### src/rtl/router_pkg.sv
// router_pkg: constants and FSM state encoding shared by the 1x3 router
// blocks (router_fsm, router_fifo, router_sync).
//   NUM_PORTS          number of destination FIFOs (legal addresses 0..NUM_PORTS-1)
//   ADDR_W             width of the header address field (din[1:0])
//   ADDR_INVALID       the one unused address code; such headers are dropped
//   DEF_TIMEOUT_CYCLES default wait limit for the optional wait timeout
//   state_t            3-bit encoding of the eight packet-sequencing states
package router_pkg;

  localparam int NUM_PORTS          = 3;
  localparam int ADDR_W             = 2;
  localparam int DEF_TIMEOUT_CYCLES = 30;

  localparam logic [ADDR_W-1:0] ADDR_INVALID = 2'b11;

  typedef enum logic [2:0] {
    DECODE_ADDRESS,
    LOAD_FIRST_DATA,
    LOAD_DATA,
    LOAD_PARITY,
    FIFO_FULL_STATE,
    LOAD_AFTER_FULL,
    WAIT_TILL_EMPTY,
    CHECK_PARITY_ERROR
  } state_t;

endpackage

### src/rtl/router_wait_timer.sv
// router_wait_timer: cycle counter for the WAIT_TILL_EMPTY timeout of
// router_fsm. Only instantiated when ROUTER_FSM_TIMEOUT_EN is defined.
//   clk        system clock, rising edge
//   rstn       synchronous active-low reset (clears the count)
//   i_run      high for every cycle the FSM stays eligible to wait; low clears
//   o_expired  high in the cycle the count reaches TIMEOUT_CYCLES-1 while running
module router_wait_timer #(
  parameter int TIMEOUT_CYCLES = 30
) (
  input  logic clk,
  input  logic rstn,
  input  logic i_run,
  output logic o_expired
);

  localparam int CW = $clog2(TIMEOUT_CYCLES + 1);

  logic [CW-1:0] r_count;

  // Count is 0 on the first WAIT cycle because every other state clears it.
  always_ff @(posedge clk) begin
    if (!rstn) begin
      r_count <= '0;
    end else if (i_run) begin
      r_count <= r_count + 1'b1;
    end else begin
      r_count <= '0;
    end
  end

  assign o_expired = i_run && (r_count == CW'(TIMEOUT_CYCLES - 1));

endmodule

### src/rtl/router_fsm.sv
// router_fsm: packet-sequencing controller of the 1x3 router. Decodes the
// header address, waits for the destination FIFO to drain, then sequences
// header, payload and parity loads; handles FIFO-full stalls and per-port
// soft reset.
// Optional feature: define ROUTER_FSM_TIMEOUT_EN to abandon WAIT_TILL_EMPTY
// after TIMEOUT_CYCLES cycles and pulse timeout_err.
// Ports:
//   clk, rstn              clock, synchronous active-low reset
//   pkt_valid              source packet-valid (header+payload)
//   data_in[1:0]           address field of the current input byte
//   fifo_full              full flag of the addressed FIFO
//   fifo_empty[2:0]        per-FIFO empty flags
//   sft_rst[2:0]           per-FIFO soft-reset pulses
//   parity_done            register block captured the parity byte
//   low_pkt_valid          pkt_valid fell while the FIFO was full
//   busy                   stall the source
//   detect_add, lfd_state, ld_state, laf_state, full_state  state strobes
//   write_enb_reg          register block writes to the FIFO
//   rst_int_reg            parity-check strobe
//   addr_q[1:0]            latched destination address
//   timeout_err            wait-timeout pulse (0 without the feature)
module router_fsm
  import router_pkg::*;
#(
  parameter int TIMEOUT_CYCLES = DEF_TIMEOUT_CYCLES
) (
  input  logic                 clk,
  input  logic                 rstn,
  input  logic                 pkt_valid,
  input  logic [ADDR_W-1:0]    data_in,
  input  logic                 fifo_full,
  input  logic [NUM_PORTS-1:0] fifo_empty,
  input  logic [NUM_PORTS-1:0] sft_rst,
  input  logic                 parity_done,
  input  logic                 low_pkt_valid,
  output logic                 busy,
  output logic                 detect_add,
  output logic                 lfd_state,
  output logic                 ld_state,
  output logic                 laf_state,
  output logic                 full_state,
  output logic                 write_enb_reg,
  output logic                 rst_int_reg,
  output logic [ADDR_W-1:0]    addr_q,
  output logic                 timeout_err
);

  if (TIMEOUT_CYCLES < 2) begin : g_bad_timeout
    $error("router_fsm: TIMEOUT_CYCLES must be at least 2");
  end

  state_t            r_state;
  state_t            w_next;
  logic [ADDR_W-1:0] r_addr_q;
  logic              w_soft;
  logic              w_addr_ok;
  logic              w_timeout;

  // Soft reset only matters for the port currently being served.
  assign w_soft    = (r_state != DECODE_ADDRESS) && sft_rst[r_addr_q];
  assign w_addr_ok = pkt_valid && (data_in != ADDR_INVALID)
                     && (32'(data_in) < NUM_PORTS);

`ifdef ROUTER_FSM_TIMEOUT_EN
  logic w_expired;
  logic r_timeout_err;

  router_wait_timer #(
    .TIMEOUT_CYCLES(TIMEOUT_CYCLES)
  ) u_wait_timer (
    .clk      (clk),
    .rstn     (rstn),
    .i_run    ((r_state == WAIT_TILL_EMPTY) && !w_soft),
    .o_expired(w_expired)
  );

  // A FIFO that drains in the expiry cycle still wins over the timeout.
  assign w_timeout = w_expired && !fifo_empty[r_addr_q];

  // Registered so the pulse lines up with the first DECODE_ADDRESS cycle.
  always_ff @(posedge clk) begin
    if (!rstn) begin
      r_timeout_err <= 1'b0;
    end else begin
      r_timeout_err <= w_timeout;
    end
  end

  assign timeout_err = r_timeout_err;
`else
  assign w_timeout   = 1'b0;
  assign timeout_err = 1'b0;
`endif

  // State register and address latch
  always_ff @(posedge clk) begin
    if (!rstn) begin
      r_state  <= DECODE_ADDRESS;
      r_addr_q <= '0;
    end else begin
      r_state <= w_next;
      if ((r_state == DECODE_ADDRESS) && w_addr_ok) begin
        r_addr_q <= data_in;
      end
    end
  end

  // Next-state decode
  always_comb begin
    w_next = r_state;
    if (w_soft) begin
      w_next = DECODE_ADDRESS;
    end else begin
      unique case (r_state)
        DECODE_ADDRESS: begin
          if (w_addr_ok) begin
            w_next = fifo_empty[data_in] ? LOAD_FIRST_DATA : WAIT_TILL_EMPTY;
          end
        end
        LOAD_FIRST_DATA: w_next = LOAD_DATA;
        LOAD_DATA: begin
          if (fifo_full)       w_next = FIFO_FULL_STATE;
          else if (!pkt_valid) w_next = LOAD_PARITY;
        end
        FIFO_FULL_STATE: begin
          if (!fifo_full) w_next = LOAD_AFTER_FULL;
        end
        LOAD_AFTER_FULL: begin
          if (parity_done)        w_next = DECODE_ADDRESS;
          else if (low_pkt_valid) w_next = LOAD_PARITY;
          else                    w_next = LOAD_DATA;
        end
        LOAD_PARITY: w_next = CHECK_PARITY_ERROR;
        CHECK_PARITY_ERROR: begin
          w_next = fifo_full ? FIFO_FULL_STATE : DECODE_ADDRESS;
        end
        WAIT_TILL_EMPTY: begin
          if (fifo_empty[r_addr_q]) w_next = LOAD_FIRST_DATA;
          else if (w_timeout)       w_next = DECODE_ADDRESS;
        end
        default: w_next = DECODE_ADDRESS;
      endcase
    end
  end

  // Moore output decode
  always_comb begin
    detect_add    = (r_state == DECODE_ADDRESS);
    lfd_state     = (r_state == LOAD_FIRST_DATA);
    ld_state      = (r_state == LOAD_DATA);
    laf_state     = (r_state == LOAD_AFTER_FULL);
    full_state    = (r_state == FIFO_FULL_STATE);
    rst_int_reg   = (r_state == CHECK_PARITY_ERROR);
    write_enb_reg = (r_state == LOAD_DATA) || (r_state == LOAD_PARITY)
                    || (r_state == LOAD_AFTER_FULL);
    busy          = !((r_state == DECODE_ADDRESS) || (r_state == LOAD_DATA));
  end

  assign addr_q = r_addr_q;

endmodule

### config.mk
export PLATFORM = sky130hd
export DESIGN_NAME = router_fsm
export DESIGN_NICKNAME = d
export VERILOG_FILES = /design/src/rtl/router_pkg.sv /design/src/rtl/router_wait_timer.sv /design/src/rtl/router_fsm.sv
export SDC_FILE = /design/constraint.sdc
export NUM_CORES = 1
export LEC_CHECK = 0
export BUFFER_PORTS_ARGS = -buffer_cell sky130_fd_sc_hd__buf_2
export CORE_AREA = 2 2 39 41
export DETAILED_ROUTE_END_ITERATION = 8
export DIE_AREA = 0 0 41 43
export PLACE_DENSITY = 0.77
export SETUP_SLACK_MARGIN = 0.02
export SKIP_CTS_REPAIR_TIMING = 1
export SLEW_MARGIN = 20
export SYNTH_ARGS = -nofsm -noshare
export SYNTH_HDL_FRONTEND = slang
export SYNTH_SLANG_ARGS = --single-unit
### constraint.sdc
create_clock -name clk -period 1.5 [get_ports clk]
set_clock_uncertainty 0.2 [all_clocks]
set_input_delay 0.3 -clock clk [delete_from_list [all_inputs] [get_ports clk]]
set_output_delay 0.3 -clock clk [all_outputs]
set_load 0.02 [all_outputs]
==> results of run 1 <==
-- cells in the mapped netlist, drive strengths merged, types with 3 or more instances --
master	instances
a211oi	4
buf	4
dfxtp	5
inv	3
mux2i	3
nand3b	4
nor2	4
nor3	3
-- sequential cells by signal (all words and copies together), names as in the netlist --
register,flops
addr_q,2
r_state,3
-- power by group through the flow --
stage          Clock, W  Sequential (W)  Combinational (W)
2_1_floorplan         0        0.000247           0.000654
3_3_place_gp          0        0.000293           0.000846
3_5_place_dp          0        0.000295           0.000868
4_1_cts        0.000161        0.000293           0.000869
5_1_grt        0.000170        0.000326            0.00130
6_report       0.000152        0.000316            0.00122
-- cell type report --
class	instances	area [um2]	area share (%)
clock buffers	4	26.3	3.07
inverters	3	11.3	1.32
multi-input cells	46	412	48.1
flip-flops and latches	5	111	13.0
well taps	16	20.0	2.34
repair buffers	39	275	32.2
-- stage by stage --
stage	std cells	hold slack, ns	power (W)
2_1_floorplan	58	0.247	0.000901
3_3_place_gp	103	0.380	0.00114
3_5_place_dp	103	0.381	0.00116
4_1_cts	107	0.128	0.00132
5_1_grt	113	0.139	0.00179
6_report	113	0.144	0.00169
-- worst paths after layout --
path                         to  slack (ns)       start
setup / recovery  write_enb_reg       -0.15  r_state[0]
setup reg to reg     r_state[2]       -0.10  r_state[2]
hold / removal        addr_q[1]        0.14        rstn
hold reg to reg       addr_q[0]        0.45   addr_q[0]
-- logic make-up (layout without fill, tap and decap cells) --
family                     Yosys count  count (layout)  share of synthesized area [%]
AOI/OAI and AO/OA                   16              16                           28.3
other                                1               1                          0.772
and+or+nand+nor                     25              25                           32.5
muxes                                3               3                           6.19
buffers and inverters                7              46                           9.54
adders and majority gates            1               1                           2.06
DFF                                  5               5                           20.6
-- layout by cell type, fill, tap and decap left out --
cell type and count:
buf_4 17, buf_2 16, buf_6 6, nand3b_1 4, inv_1 3, mux2i_1 3, nor2_1 3, clkbuf_4 3
dfxtp_4 3, nor2b_4 2, and2_4 2, nand2b_4 2, a21oi_1 2, and3b_1 2, o211ai_1 2, a211oi_2 2
o221a_2 2, a211oi_1 2, dfxtp_1 2, nor3_2 1, nor2_4 1, and3_1 1, nor3_4 1, or2_2 1
maj3_1 1, a2111oi_4 1, a21boi_1 1, or2_0 1, o311a_1 1, nor3_1 1, o21a_1 1, o21ai_2 1
nand2_2 1, o21ai_0 1, nor4_1 1, nor4b_1 1, conb_1 1, clkbuf_1 1
-- layer usage --
| metal | global-route usage, % | up-vias | wire (um) |
|---|---|---|---|
| met3 | 3.66 | 6 | 30 |
| met4 | 11.3 | 0 | 47 |
| met5 | 0 | - | 0 |
| li1 | - | 296 | - |
| met2 | 23.4 | 11 | 822 |
| met1 | 22.3 | 273 | 646 |
==> qor.csv, run 1 <==
stage,metric,value,unit
outcome,status,"complete, but fails checks",
outcome,violations,setup timing,
synthesis,synth_area_leader_cell,dfxtp_1,
clocking,clkTransAtPathRegs,0.04,ns
clocking,cts_made_buffers,3,
clocking,clockBufferDepth,2,
die,dieArea,0.00176,mm2
route,viasPerCell,5.19,
min_path,hold_depth,2,
route,routed_wl,1550,um
sta,fin_crit_sh,110,%
final_layout,fillers,120,
critical_path,cp-start-kind,flop,
critical_path,cp_num_cells,4,
power,vdd_ir_drop_max,0.906,mV
die,io_pins,25,
clocking,clkLatencyLatePin,0.24,ns
sta,finalMaxSlewViolations,0,
critical_path,crit_required,1.00,ns
place,gp_congestion,0.841,
route,first_pass_iters,3,
place,dp_slack,-0.131,ns
synthesis,yosysTopAreaCellShare,20.6,%
power,intPower,0.000961,W
job,maxCapViolations,0,
critical_path,cpPeakStageDelay,0.37,ns
die,start_util,35.1,%
critical_path,path_cells,nor2b_4 > and2_4 > nand2b_4 > buf_6,
global_routing,gr-total-overflow,0,
die,die_h,43,um
place,port_buffers,23,
route,route.detailed.drc,0,
global_routing,grt_max_degree,13,
synthesis,syn_area,485,um2
synthesis,syn-instance-count,58,
die,core_region_area,0.00138,mm2
final_layout,finalNetCount,112,
route,ant_nets,0,
final_layout,final_cell_area,856,um2
critical_path,cp-end-kind,primary output,
final_layout,diodes,0,
clocking,clkSinkCount,5,
global_routing,grt_usage,16.9,%
critical_path,path_buf_inv,1,
synthesis,ys.flop_type,dfxtp_1,
die,die_w,41,um
critical_path,critPathKind,flop to primary output,
sta,hold_violations,0,
clocking,htreeDepth,1,
critical_path,cp_top_family,simple AND/OR/NAND/NOR gates,
sta,setup_viol,12,
synthesis,synthTopCellsByArea,"dfxtp_1 (21%), mux2i_1 (6.2%), nand3b_1 (6.2%), a211oi_2 (5.2%), buf_6 (4.6%)",
global_routing,grt_pass1_vias,503,
synthesis,yosys_warnings,0,
route,first_iter_violations,3,
global_routing,antenna_found_initial,0,
power,cellLeakagePower,0.397,nW
final_layout,drive_gt1_share,63.9,%
final_layout,area_growth_syn_to_layout,76.3,%
global_routing,grt_pass1_wl,2030,um
power,p_seq_share,18.7,%
critical_path,critPathSlowestCell,dfxtp_4,
route,wire_per_inst,13.7,um
synthesis,synth-edff-count,0,
min_path,worstHoldPathType,primary input to flop,
sta,finalSetupTns,-1.06,ns
route,dr_total_vias,586,
clocking,clockRootBuffer,clkbuf_4,
sta,fin_crit,1.65,ns
place,placed_cell_area,686,um2
critical_path,r2r_cells,4,
synthesis,synth_cell_types,33,
power,clkPwrFrac,9.0,%
sta,rsz0062_at_grt,true,
power,switching_share,43.1,%
clocking,cts_tree,yes,
critical_path,cp_data_arrival_time,1.15,ns
synthesis,syn_area_per_cell,8.37,um2
synthesis,synth_seq_cells,5,
synthesis,async_flop_share,0,%
power,p_per_area,1980,mW/mm2
synthesis,ys_seq_area_share,20.6,%
final_layout,final_util,61.8,%
critical_path,cp_max_fo,6,
synthesis,synth.net_count,72,
sta,fmax,607,MHz
die,rows,14,
place,hpwl,1070,um
power,comb_power_share,72.3,%
power,power_switching,0.000730,W
sta,layout_setup_ws,-0.147,ns
(Power assumes the default switching activity.)
==> inputs of run 2 (changes only) <==
--- a/config.mk
+++ b/config.mk
@@ -5,7 +5,7 @@
 export SDC_FILE = /design/constraint.sdc
 export NUM_CORES = 1
 export LEC_CHECK = 0
-export BUFFER_PORTS_ARGS = -buffer_cell sky130_fd_sc_hd__buf_2
+export BUFFER_PORTS_ARGS = -buffer_cell sky130_fd_sc_hd__buf_4
 export CORE_AREA = 2 2 39 41
 export DETAILED_ROUTE_END_ITERATION = 8
 export DIE_AREA = 0 0 41 43
==> constraint.sdc (replaced) <==
create_clock -name clk -period 1.5 [get_ports clk]
set_clock_uncertainty 0.2 [all_clocks]
set_input_delay 0.3 -clock clk [delete_from_list [all_inputs] [get_ports clk]]
set_output_delay 0.3 -clock clk [all_outputs]
set_load 0.005 [all_outputs]
==> qor.csv, run 2 (synthesized netlist as in run 1, its figures left out) <==
stage,metric,value,unit
critical_path,cp-startpoint,r_state[0],
job,maxCapViolations,0,
die,die_h,43,um
final_layout,drive_gt1_share,60.9,%
final_layout,top_register,r_state,
clocking,cts_made_buffers,3,
clocking,htreeDepth,1,
power,clkPwrFrac,11.0,%
final_layout,largest_reg_flops,3,
route,viasPerCell,5.33,
place,hpwl,1150,um
sta,fmax,609,MHz
sta,fin_crit,1.64,ns
critical_path,cpPeakStageDelay,0.36,ns
critical_path,critPathKind,flop to primary output,
critical_path,path_cells,buf_4 > or2_4 > buf_4,
final_layout,multi_input_area,395,um2
power,cellLeakagePower,0.372,nW
critical_path,cp_max_fo,7,
final_layout,stdcell_count,108,
global_routing,grt_usage,18.9,%
final_layout,regArea,111,um2
sta,rsz0062_at_grt,true,
die,start_util,35.1,%
route,wire_per_inst,14.4,um
power,switching_share,39.2,%
global_routing,grt_pass1_vias,567,
route,first_iter_violations,4,
clocking,clkTransAtPathRegs,0.04,ns
die,die_w,41,um
route,first_pass_iters,4,
die,rows,14,
sta,fin_crit_sh,110,%
critical_path,cp-start-kind,flop,
power,intPower,0.000857,W
place,port_buffers,23,
place,placed_cell_area,711,um2
clocking,clkLatencyLatePin,0.24,ns
final_layout,finalNetCount,107,
min_path,worstHoldPathType,primary input to flop,
critical_path,cp-end-kind,primary output,
final_layout,mostFrequentLayoutCells,"buf_4 (27), buf_6 (7), nand3b_1 (4)",
sta,hold_violations,0,
power,comb_power_share,67.7,%
outcome,status,"complete, but fails checks",
final_layout,fillers,137,
sta,setup_viol,11,
die,io_pins,25,
power,vdd_ir_drop_max,0.808,mV
route,ant_nets,0,
critical_path,critical_path.most_common_cell,buf_4,
outcome,violations,setup timing,
place,gp_congestion,0.802,
final_layout,diodes,0,
place,place_inst,102,
route,dr_total_vias,576,
power,power_switching,0.000552,W
power,p_seq_share,21.3,%
sta,layout_setup_ws,-0.143,ns
global_routing,grt_max_degree,8,
final_layout,final_util,61.1,%
final_layout,final_cell_area,846,um2
route,routed_wl,1560,um
clocking,clockBufferDepth,2,
critical_path,crit_required,1.00,ns
global_routing,antenna_found_initial,0,
power,p_per_area,1670,mW/mm2
clocking,cts_tree,yes,
final_layout,final_common_cell,buf_4,
critical_path,critPathSlowestCell,dfxtp_4,
sta,finalMaxSlewViolations,0,
die,dieArea,0.00176,mm2
critical_path,cp_data_arrival_time,1.14,ns
die,core_region_area,0.00138,mm2
route,route.detailed.drc,0,
critical_path,r2r-start,r_state[2],
global_routing,gr-total-overflow,0,
final_layout,area_growth_syn_to_layout,74.2,%
clocking,clkSinkCount,5,
global_routing,grt_pass1_wl,2290,um
min_path,hp-start,rstn,
clocking,clockRootBuffer,clkbuf_4,
==> run 2: through the flow <==
step	power [W]	setup slack [ns]	hold WS, ns	TNS (ns)
2_1_floorplan	0.000720	0.0363	0.247	0
3_3_place_gp	0.00103	-0.0869	0.385	-0.157
3_5_place_dp	0.00105	-0.132	0.382	-0.296
4_1_cts	0.00121	-0.309	0.124	-1.99
5_1_grt	0.00152	-0.210	0.119	-1.67
6_report	0.00141	-0.143	0.132	-0.979
==> run 2: metal layers <==
layer / global-route usage, % / vias up / wire length (um)
met5: 0 / - / 0
met4: 2.00 / 0 / 0
met3: 6.81 / 0 / 186
met2: 34.4 / 29 / 814
met1: 20.1 / 265 / 554
li1: - / 282 / -
==> run 2: path summary, 6_finish.rpt <==
path,slack [ns],end,depth (start not counted)
worst max-delay path,-0.14,busy,3
worst min-delay path,0.13,addr_q[1],2
worst max register to register,-0.10,r_state[2],4
worst min register to register,0.45,addr_q[0],1
==> run 2: critical path, delay by kind of cell (launching register included) <==
kind / cells / cell delay (ns)
buf+inv: 2 / 0.30
simple gates: 1 / 0.25
flops: 1 / 0.36
==> run 2: power by group through the flow <==
stage	combinational [W]	clock, W	sequential (W)
2_1_floorplan	0.000493	0	0.000227
3_3_place_gp	0.000760	0	0.000266
3_5_place_dp	0.000777	0	0.000269
4_1_cts	0.000783	0.000160	0.000267
5_1_grt	0.00103	0.000174	0.000318
6_report	0.000953	0.000155	0.000300
==> run 2: area by class of cell <==
| cell class | count | share of cell area, % |
|---|---|---|
| Tap cell | 16 | 2.37 |
| Sequential cell | 5 | 13.2 |
| Inverter | 3 | 1.33 |
| Multi-Input combinational cell | 46 | 46.7 |
| Timing Repair Buffer | 34 | 33.3 |
| Clock buffer | 4 | 3.11 |
